--- config.mk ---
export PLATFORM = sky130hd
export DESIGN_NAME = lmg_move_unpacker
export DESIGN_NICKNAME = d
export VERILOG_FILES = /design/src/rtl/chess_lmg_pkg.sv /design/src/rtl/lmg_move_unpacker_lsb_pick.sv /design/src/rtl/lmg_move_unpacker.sv
export SDC_FILE = /design/constraint.sdc
export NUM_CORES = 1
export LEC_CHECK = 0
export BUFFER_PORTS_ARGS = -buffer_cell sky130_fd_sc_hd__buf_2
export CAP_MARGIN = 40
export CELL_PAD_IN_SITES_DETAIL_PLACEMENT = 0
export CELL_PAD_IN_SITES_GLOBAL_PLACEMENT = 1
export CORE_ASPECT_RATIO = 1.25
export CORE_MARGIN = 2
export CORE_UTILIZATION = 33
export CTS_CLUSTER_DIAMETER = 120
export DETAILED_ROUTE_END_ITERATION = 8
export PLACE_DENSITY_LB_ADDON = 0.1
export SETUP_SLACK_MARGIN = 0.05
export SLEW_MARGIN = 20
export SYNTH_ARGS = -nofsm -noshare
export SYNTH_HDL_FRONTEND = slang
export SYNTH_SLANG_ARGS = --single-unit
--- constraint.sdc ---
create_clock -name clk -period 2.2 [get_ports clk]
set_input_delay 0.33 -clock clk [delete_from_list [all_inputs] [get_ports clk]]
set_output_delay 0.33 -clock clk [all_outputs]
set_load 0.02 [all_outputs]
--- src/rtl/chess_lmg_pkg.sv ---
// chess_lmg_pkg: LMG word geometry, move type and unpacker states shared by the LMG and control blocks
package chess_lmg_pkg;
    localparam int SLOTS = 8;
    localparam int MOVE_W = 18;
    localparam int SLOT_W = MOVE_W + 1;
    localparam int WORD_W = SLOTS * SLOT_W;

    typedef logic [MOVE_W-1:0] move_t;

    typedef enum logic [2:0] {U_IDLE, U_WAIT, U_FETCH, U_CAPT, U_EMIT, U_DONE} unpackState_t;

    function automatic int slotOffset(input int i, input int slotW);
        return i * slotW;
    endfunction
endpackage

--- src/rtl/lmg_move_unpacker_lsb_pick.sv ---
// lsb_pick: lowest set bit of a mask as one-hot, binary index and any-set flag
module lsb_pick #(
    parameter int N = 8,
    parameter int IDX_W = 3
) (
    input  logic [N-1:0]     mask,
    output logic [N-1:0]     oneHot,
    output logic [IDX_W-1:0] idx,
    output logic             any
);
    assign oneHot = mask & (-mask);
    assign any = |mask;
    // Scan from the top so the lowest set bit is written last
    always_comb begin
        idx = '0;
        for (int i = N - 1; i >= 0; i--) if (mask[i]) idx = IDX_W'(i);
    end
endmodule

--- src/rtl/lmg_move_unpacker.sv ---
// lmg_move_unpacker: drains the LMG FIFO after done and streams valid moves one per cycle.
// Build option UNPACK_TERMINATOR_EN: an all-invalid word ends the list instead of being skipped.
module lmg_move_unpacker #(
    parameter int SLOTS = chess_lmg_pkg::SLOTS,
    parameter int MOVE_W = chess_lmg_pkg::MOVE_W,
    parameter int CNT_W = 8
) (
    input  logic                      clk,
    input  logic                      reset,
    input  logic                      start,
    input  logic                      lmg_done,
    input  logic                      lmg_fifo_empty,
    input  logic [SLOTS*(MOVE_W+1)-1:0] lmg_fifo_out,
    output logic                      lmg_rden,
    output logic                      move_valid,
    input  logic                      move_ready,
    output logic [MOVE_W-1:0]         move_data,
    output logic [CNT_W-1:0]          move_index,
    output logic [CNT_W-1:0]          move_count,
    output logic                      list_done,
    output logic                      overflow
);
    import chess_lmg_pkg::*;

    localparam int SW = MOVE_W + 1;
    localparam int IW = $clog2(SLOTS);
    localparam logic [CNT_W-1:0] CMAX = '1;

    unpackState_t state;
    logic [SLOTS*SW-1:0] word, srcWord;
    logic [SLOTS-1:0] mask, curBit, validSlots, nextMask, pickHot;
    logic [IW-1:0] pickIdx;
    logic pickAny, advance, endList;
    logic [CNT_W-1:0] countAfter;
    logic [MOVE_W-1:0] pickData;

    // Slot validity of the word arriving from the FIFO
    always_comb begin
        validSlots = '0;
        for (int i = 0; i < SLOTS; i++) validSlots[i] = ~lmg_fifo_out[slotOffset(i, SW) + MOVE_W];
    end

    // A slot retires on handshake, or silently once the counter has saturated
    assign advance = (state == U_EMIT) && (!move_valid || move_ready);
    assign srcWord = (state == U_CAPT) ? lmg_fifo_out : word;
    assign nextMask = (state == U_CAPT) ? validSlots : (mask & ~curBit);
    assign countAfter = (advance && move_valid) ? move_count + CNT_W'(1) : move_count;
    assign pickData = srcWord[slotOffset(int'(pickIdx), SW) +: MOVE_W];

`ifdef UNPACK_TERMINATOR_EN
    assign endList = lmg_fifo_empty || (state == U_CAPT);
`else
    assign endList = lmg_fifo_empty;
`endif

    lsb_pick #(.N(SLOTS), .IDX_W(IW)) u_pick (
        .mask(nextMask),
        .oneHot(pickHot),
        .idx(pickIdx),
        .any(pickAny)
    );

    // Drain FSM; every output is registered and the next move is preloaded as the current one retires
    always_ff @(posedge clk) begin
        if (reset) begin
            state <= U_IDLE;
            word <= '0;
            mask <= '0;
            curBit <= '0;
            lmg_rden <= 1'b0;
            move_valid <= 1'b0;
            move_data <= '0;
            move_index <= '0;
            move_count <= '0;
            list_done <= 1'b0;
            overflow <= 1'b0;
        end else begin
            case (state)
                U_IDLE, U_DONE: if (start) begin
                    state <= U_WAIT;
                    move_count <= '0;
                    move_index <= '0;
                    overflow <= 1'b0;
                    list_done <= 1'b0;
                end
                U_WAIT: if (lmg_done) begin
                    state <= lmg_fifo_empty ? U_DONE : U_FETCH;
                    lmg_rden <= !lmg_fifo_empty;
                    list_done <= lmg_fifo_empty;
                end
                U_FETCH: begin
                    lmg_rden <= 1'b0;
                    state <= U_CAPT;
                end
                U_CAPT, U_EMIT: if (state == U_CAPT || advance) begin
                    word <= srcWord;
                    mask <= nextMask;
                    curBit <= pickHot;
                    move_data <= pickData;
                    move_index <= countAfter;
                    move_count <= countAfter;
                    move_valid <= pickAny && (countAfter != CMAX);
                    if (advance && !move_valid) overflow <= 1'b1;
                    state <= pickAny ? U_EMIT : (endList ? U_DONE : U_FETCH);
                    lmg_rden <= !pickAny && !endList;
                    list_done <= !pickAny && endList;
                end
                default: state <= U_IDLE;
            endcase
        end
    end
endmodule

== Word level (Yosys, flattened, before mapping) ==
Cells that the tools add are included.

* Bitwise operators: 11
* Reduce and logical (&&, ||, !) cells: 24
* Multiplexer cells: 30
* Multipliers: 1
* Equality and inequality tests: 10
* Add/sub/neg operators: 2
* Shift-type cells: 1

{| class="wikitable"
|+ Operator list
! kind !! count
|-
| $mux 152 || 1
|-
| $shiftx 152x9->18 || 1
|-
| $mux 3 || 13
|-
| $mux 8 || 4
|-
| $and 8x8->8 || 2
|-
| $pmux 8 s2 || 1
|-
| $pmux 3 s4 || 1
|-
| $reduce_and 3->1 || 3
|-
| $add 8x1->8 const B || 1
|-
| $mul 3x5->8 const B || 1
|-
| $ne 2x2->1 const B || 4
|-
| $ne 8x8->1 const B || 1
|-
| $neg 8->8 || 1
|-
| $not 1->1 || 8
|-
| $not 8->8 || 1
|-
| $reduce_and 4->1 || 2
|-
| $reduce_or 8->1 || 1
|-
| $mux 1 || 7
|-
| $eq 3x2->1 const B || 2
|-
| $eq 3x3->1 const B || 2
|-
| $logic_and 1x1->1 || 6
|-
| $pmux 1 s3 || 2
|-
| $reduce_bool 3->1 || 2
|-
| $reduce_or 2->1 || 2
|-
| 7 further kinds || 10
|}

* Word-level logic and storage cells: 89
* Input port bits: 158
* Output and inout bits: 38
* Bits in registers: 201

== Longest topological paths before layout ==
Gate-level depths: netlist of the first run.

* Depth in word-level cells: 13
* Gate-level depth with buffers: 11
* Depth with buffers taken out: 7

== Modules after synthesis ==
Synthesis of the first run repeated with hierarchy kept, for this count alone.

* Cell total of the unflattened synthesis: 1073
* Area, all modules: 9457.8 µm²

{| class="wikitable"
|+ By module, submodules not included
! module !! cells each !! times used !! area an instance (µm²) !! seq. area each (µm²)
|-
| lmg_move_unpacker || 1050 || 1 || 9318.9 || 3863.7
|-
| lsb_pick || 23 || 1 || 138.9 || 0.0
|}

== Worst setup path before layout of the first run ==
OpenSTA, ideal clock, no wires.

* Kind: flip-flop to flip-flop
* Start point: register state[0]
* End point: register move_data[14]
* Cell stages (with the launch flop): 11
* Path slack: -0.127 ns
* Required time: 2.056 ns
* Arrival: 2.183 ns
* Cell sequence: dfxtp_1 buf_4 nand4b_1 a211o_1 o21a_1 buf_6 nand2_8 buf_4 mux2_1 a2111oi_0 a311oi_1

* Cells in the longest elaborated chain, start to end: 12

{| class="wikitable"
|+ RTL lines
! element !! RTL line !! RTL
|-
| start: declaration || lmg_move_unpacker.sv:29 || <nowiki>unpackState_t state;</nowiki>
|-
| start signal: assignment || lmg_move_unpacker.sv:87 || <nowiki>state <= lmg_fifo_empty ? U_DONE : U_FETCH;</nowiki>
|-
| start signal: assignment || lmg_move_unpacker.sv:104 || <nowiki>state <= pickAny ? U_EMIT : (endList ? U_DONE : U_FETCH);</nowiki>
|-
| $eq 3x2->1 || -- ||
|-
| $mux 8 || lmg_move_unpacker.sv:46 || <nowiki>assign nextMask = (state == U_CAPT) ? validSlots : (mask & ~curBit);</nowiki>
|-
| $mux 3 (8 in series) || lmg_move_unpacker_lsb_pick.sv:16 || <nowiki>for (int i = N - 1; i >= 0; i--) if (mask[i]) idx = IDX_W'(i);</nowiki>
|-
| $mul 3x5->8 || chess_lmg_pkg.sv:13 || <nowiki>return i * slotW;</nowiki>
|-
| $shiftx 152x9->18 || lmg_move_unpacker.sv:48 || <nowiki>assign pickData = srcWord[slotOffset(int'(pickIdx), SW) +: MOVE_W];</nowiki>
|-
| end signal: assignment || lmg_move_unpacker.sv:99 || <nowiki>move_data <= pickData;</nowiki>
|-
| end: declaration || lmg_move_unpacker.sv:17 || <nowiki>output logic [MOVE_W-1:0] move_data,</nowiki>
|}

Parallel ways exist; a longest one is shown, timed or not.
A chain may end at the register's enable or synchronous reset.

== Final worst setup path of the first run ==
* Start point: register state[2]
* End point: register move_data[9]

The elaborated chain is that of the path after synthesis.

==> flow_metrics.tcl, run 1 <==
set metrics [dict create \
    antenna_found_initial 0 \
    cts_sinks 191 \
    fin_skew_ps 15.3 \
    period_needed_ps 2380 \
    p_leak_nw 5.13 \
    rsz0062_at_grt "true" \
    yosysSeqAreaShare_pct 38.3 \
    cts_buffers 17 \
    drt-total-wl_um 39300 \
    cts_max_level 4 \
    clkTransAtPathRegs_ps 80 \
    drv_slew 0 \
    ys.flop_type "dfxtp_1" \
    wl_per_cell_um 19.8 \
    grtUsageTotal_pct 24.5 \
    drt_first_pass_iters 5 \
    drive_gt1_share_pct 30.6 \
    fillers 3092 \
    cp_top_family "compound AO/OA/AOI/OAI gates" \
    antenna_left 0 \
    cp_cell_sequence "nand3b_1 -> buf_6 -> a22oi_4 -> buf_12 -> nand2_8 -> buf_12 -> mux2_4 -> a2111oi_4 -> a311oi_1" \
    worst_pin_slew_ps 555 \
    finalInstanceArea_um2 13400 \
    synth_edf_count 0 \
    async_reset_ff_share_pct 0 \
    dpl-instance-area_um2 12500 \
    die_x_um 160 \
    numPlacedInstances 1952 \
    gr-total-overflow 0 \
    ir_drop_mv 0.370 \
    multi_input_area_um2 6120 \
    cts-root-buf "clkbuf_16" \
    clockBufferDepth 2 \
    synth_nets 1500 \
    setup_viol 18 \
    grt_pass1_wl_um 59800 \
    endpoint_kind "flop" \
    grt_pass1_vias 10000 \
    rows 71 \
    grt_max_degree 83 \
    io_pins 196 \
    tritoncts "yes" \
    synth.distinct_cells 65 \
    failed_checks "negative setup slack" \
    cellPowerDensity_nw_per_um2 689 \
    path_class "flop to flop" \
    final_cells 1991 \
    ys_ff_latch 191 \
    drtIter0Drc 930 \
    finalCritPeriodShare_pct 108 \
    final_core_utilization_pct 44.9 \
    path_common_cell "buf_12" \
    via_per_inst 5.33 \
    fin_nets 1737 \
    hold_path.class "primary input to flop" \
    portBuffers 195 \
    yosys_warnings 0 \
    drt_drc_violations_left 0 \
    finalHoldViolCount 0 \
    dpl.hpwl_um 28000 \
    vias 10600 \
    tns_ps -2270 \
    crit_path_top_delay_cell "a2111oi_4" \
    clock.fmax_mhz 420 \
    area_delta_synth_final_pct 34.5 \
    synth_cells 1341 \
    maxCapViolCount 0 \
    cp.arrival_ps 2700 \
    clock_latency_ps 440 \
    core_um2 29900 \
    diodes 0 \
    fin_ws_ps -182 \
    cpPeakStageDelay_ps 450 \
    syn_area_um2 9980 \
    die_area_um2 31700 \
    die_h_um 198 \
    critPathLaunchType "flop" \
    crit_fanout 8 \
    crit_buf_inv 3 \
    place_congestion 0.859 \
    syn_area_per_cell_um2 7.45 \
    required_ps 2510 \
    slew_headroom_pct 63.0 \
    status "finished with violations" \
    ff_latch_area_um2 3830 \
    start_util_pct 33.4 \
]
[registers in the layout, indices dropped and copies added, names as in the netlist, 3 cells and up]
| register | count |
|---|---|
| state | 3 |
| move_count | 8 |
| mask | 7 |
| word | 144 |
| curBit | 7 |
| move_data | 18 |
[power by group]
group	internal, mW	switching [mW]
clock network	1.58	1.52
logic	1.09	1.39
registers	3.59	0.0858
total	6.26	3.00
[what timing repair did]
item | in CTS | in global routing
endpoints found under the setup margin | 84 | 59
gates resized for setup | 37 | 37
gates cloned | 1 | 0
buffers inserted | 5 | 2
pin swaps | 10 | 12
hold buffers | 0 | 0
[final timing paths]
kind	startpoint	end	slack, ps	cells past startpoint
setup / recovery	state[2]$_SDFFE_PP0P_	move_data[9]$_SDFFE_PP0P_	-180	9
hold / removal	start	overflow$_SDFFE_PP0P_	130	2
setup reg to reg	state[2]$_SDFFE_PP0P_	move_data[9]$_SDFFE_PP0P_	-180	9
hold reg to reg	word[133]$_SDFFE_PP0P_	word[133]$_SDFFE_PP0P_	450	2
[cell usage after synthesis, types with 19 or more instances]
cell / number / area (µm²)
nor2_1: 94 / 353
dfxtp_1: 191 / 3820
o22ai_1: 21 / 131
clkbuf_1: 80 / 300
a211o_1: 20 / 175
nor3_1: 22 / 110
nand2_1: 311 / 1170
a21oi_1: 226 / 1130
a311oi_1: 19 / 166
mux2i_1: 22 / 220
o21ai_0: 62 / 310
o211ai_1: 20 / 150
nand3_1: 62 / 310
mux2_2: 25 / 282
[layout by cell type (no fill, tap or decap), types with 24 or more instances in the layout]
cell type	count
nand2_1	311
buf_4	110
buf_12	24
a21oi_1	199
dfxtp_1	188
buf_2	194
nor2_1	94
a21oi_2	27
nand3_1	61
o21ai_0	49
[layout make-up]
class                   instances  share of cell area, %
repair buffers                339                   17.9
multi-input cells            1023                   45.6
inverters                       6                  0.168
clock buffers                  18                   3.19
well taps                     401                   3.73
flip-flops and latches        191                   28.5
clock inverters                13                  0.959
[per-stage QoR]
| step | power (mW) | hold slack (ps) | setup slack [ps] |
|---|---|---|---|
| final | 9.25 | 128 | -182 |
| after global routing | 9.70 | 114 | -291 |
| after CTS | 9.29 | 109 | -166 |
| after detailed placement | 6.10 | 445 | -484 |
| after global placement | 6.09 | 439 | -378 |
| after floorplan | 5.11 | 433 | -13.2 |
[metal layers]
| layer | share of wire (%) | vias up | global-route usage [%] | wire length [µm] |
|---|---|---|---|---|
| met5 | 0 | - | 0 | 0 |
| met4 | 2.3 | 0 | 6.70 | 920 |
| met3 | 5.0 | 48 | 3.82 | 1980 |
| met2 | 49 | 326 | 42.2 | 19300 |
| met1 | 44 | 5048 | 32.0 | 17200 |
| li1 | - | 5190 | - | - |
[cells by family after synthesis]
family          Yosys count  synth area share, %
simple gates            534                 22.9
compound gates          427                 26.0
flops                   191                 38.3
buf+inv                 128                 6.24
mux                      58                 6.27
xor+xnor                  2                0.175
fa+ha+maj                 1                0.125
No activity file was read; power rests on OpenSTA's default activity.
==> inputs of run 2 (changes only) <==
clock period = 2.6 ns   (was 2.2 ns; I/O delays follow)
==> flow_metrics.tcl, run 2 (synthesis results as in run 1) <==
set metrics [dict create \
    start_util_pct 33.4 \
    cpPeakStageDelay_ps 380 \
    grtUsageTotal_pct 23.7 \
    drt_first_pass_iters 6 \
    fin_skew_ps 8.70 \
    ir_drop_mv 0.342 \
    crit_fanout 6 \
    most-common-layout-cells "nand2_1 (311), a21oi_1 (218), buf_2 (194)" \
    critPathLaunchType "flop" \
    hold_path.class "primary input to flop" \
    antenna_left 0 \
    die_x_um 160 \
    cts-hold-fix-buffers 0 \
    fin_nets 1704 \
    reg_top3 "word: 144 flops, move_data: 18 flops, move_count: 8 flops" \
    cts_buffers 17 \
    slew_headroom_pct 52.4 \
    cellPowerDensity_nw_per_um2 617 \
    portBuffers 195 \
    period_needed_ps 2510 \
    setup_viol 0 \
    rsz0062_at_grt "true" \
    clkTransAtPathRegs_ps 80 \
    maxCapViolCount 0 \
    grt_max_degree 129 \
    top_register "word" \
    gr-total-overflow 0 \
    drt_drc_violations_left 0 \
    fillers 3132 \
    grt_pass1_vias 9760 \
    vias 10400 \
    total_power_mw 7.96 \
    antenna_found_initial 0 \
    dpl.hpwl_um 26300 \
    clock.fmax_mhz 399 \
    finalHoldViolCount 0 \
    diodes 0 \
    cts_max_level 4 \
    clockBufferDepth 2 \
    status "completed" \
    drt-total-wl_um 39100 \
    path_class "flop to flop" \
    grt_pass1_wl_um 58000 \
    tritoncts "yes" \
    final_common_cell "nand2_1" \
    wl_per_cell_um 20.0 \
    cp_top_family "compound AO/OA/AOI/OAI gates" \
    io_pins 196 \
    p_leak_nw 4.88 \
    path_common_cell "buf_4" \
    cp_cell_sequence "nand2b_1 -> a21o_1 -> a22oi_4 -> buf_4 -> nand2_8 -> buf_12 -> mux2_1 -> a2111oi_4 -> buf_4 -> a311oi_1" \
    drtIter0Drc 930 \
    crit_buf_inv 3 \
    worst_pin_slew_ps 713 \
    largest_register_ff_count 144 \
    required_ps 2920 \
    core_um2 29900 \
    die_h_um 198 \
    die_area_um2 31700 \
    place_congestion 0.825 \
    cts-root-buf "clkbuf_16" \
    crit_path_top_delay_cell "a2111oi_4" \
    via_per_inst 5.31 \
    cts_sinks 191 \
    drive_gt1_share_pct 26.7 \
    drv_slew 0 \
    cp.arrival_ps 2830 \
    tns_ps 0 \
    area_delta_synth_final_pct 29.1 \
    finalCritPeriodShare_pct 96.5 \
    clock_latency_ps 450 \
    endpoint_kind "flop" \
    rows 71 \
]
[run 2: cell types whose count changed in the layout (fill, tap and decap cells not counted), moves of 8 or more]
cell / before / now
a21oi_1: 199 / 218
o21ai_1: 14 / 4
mux2_4: 14 / 0
o21ai_0: 49 / 60
a21oi_2: 27 / 11
buf_4: 110 / 85
a2111oi_4: 16 / 4
mux2_1: 0 / 11
buf_6: 10 / 2
[run 2: layout make-up]
type,instances,area [µm²],share of cell area (%)
Timing Repair Buffer,306,2170,16.8
Inverter,6,22.5,0.175
Sequential cell,191,3830,29.7
Clock inverter,14,179,1.39
Multi-Input combinational cell,1023,5760,44.6
Tap cell,401,502,3.89
Clock buffer,18,439,3.41
[run 2: final timing paths]
check / end / slack (ps) / cells after the start / start
worst max-delay path: move_data[5]$_SDFFE_PP0P_ / 90 / 10 / curBit[2]$_SDFFE_PP0P_
worst min-delay path: overflow$_SDFFE_PP0P_ / 160 / 2 / start
worst max register to register: move_data[5]$_SDFFE_PP0P_ / 90 / 10 / curBit[2]$_SDFFE_PP0P_
worst min register to register: word[27]$_SDFFE_PP0P_ / 450 / 2 / word[27]$_SDFFE_PP0P_
[run 2: metal layers]
layer,wire length [µm],vias to the layer above,track usage (%)
met5,0,-,0
met4,877,0,6.90
met3,1620,36,2.88
met2,18700,258,39.1
met1,17900,4979,32.5
li1,-,5122,-
[run 2: timing repair]
action / CTS / global route
pin swaps: 1 / 14
cloned: 1 / 3
gates resized for setup: 8 / 49
buffers inserted: 0 / 8
setup endpoints to repair: 17 / 21
hold endpoints to repair: 0 / 0
[run 2: worst register-to-register path: stages, from the launching register on]
cell       delay [ps]
dfxtp_1           350
nand2b_1          180
a21o_1            240
a22oi_4           190
buf_4             190
nand2_8            90
buf_12            150
mux2_1            360
a2111oi_4         380
buf_4             200
a311oi_1           80
[run 2: stage by stage]
step	worst slack, ps	hold slack, ps	util, %	cells	cell area, µm²
floorplan	273	433	-	1341	9980
global placement	-559	439	39.6	1914	11900
detailed placement	-565	444	39.7	1915	11900
CTS	48.5	146	42.0	1948	12600
global route	2.94	161	43.1	1959	12900
finish	91.2	164	43.1	1959	12900
[run 2: where the power goes]
group	total (mW)	internal [mW]	switching, mW
registers	3.10	3.03	0.0672
logic	2.01	0.847	1.16
clock network	2.85	1.56	1.29
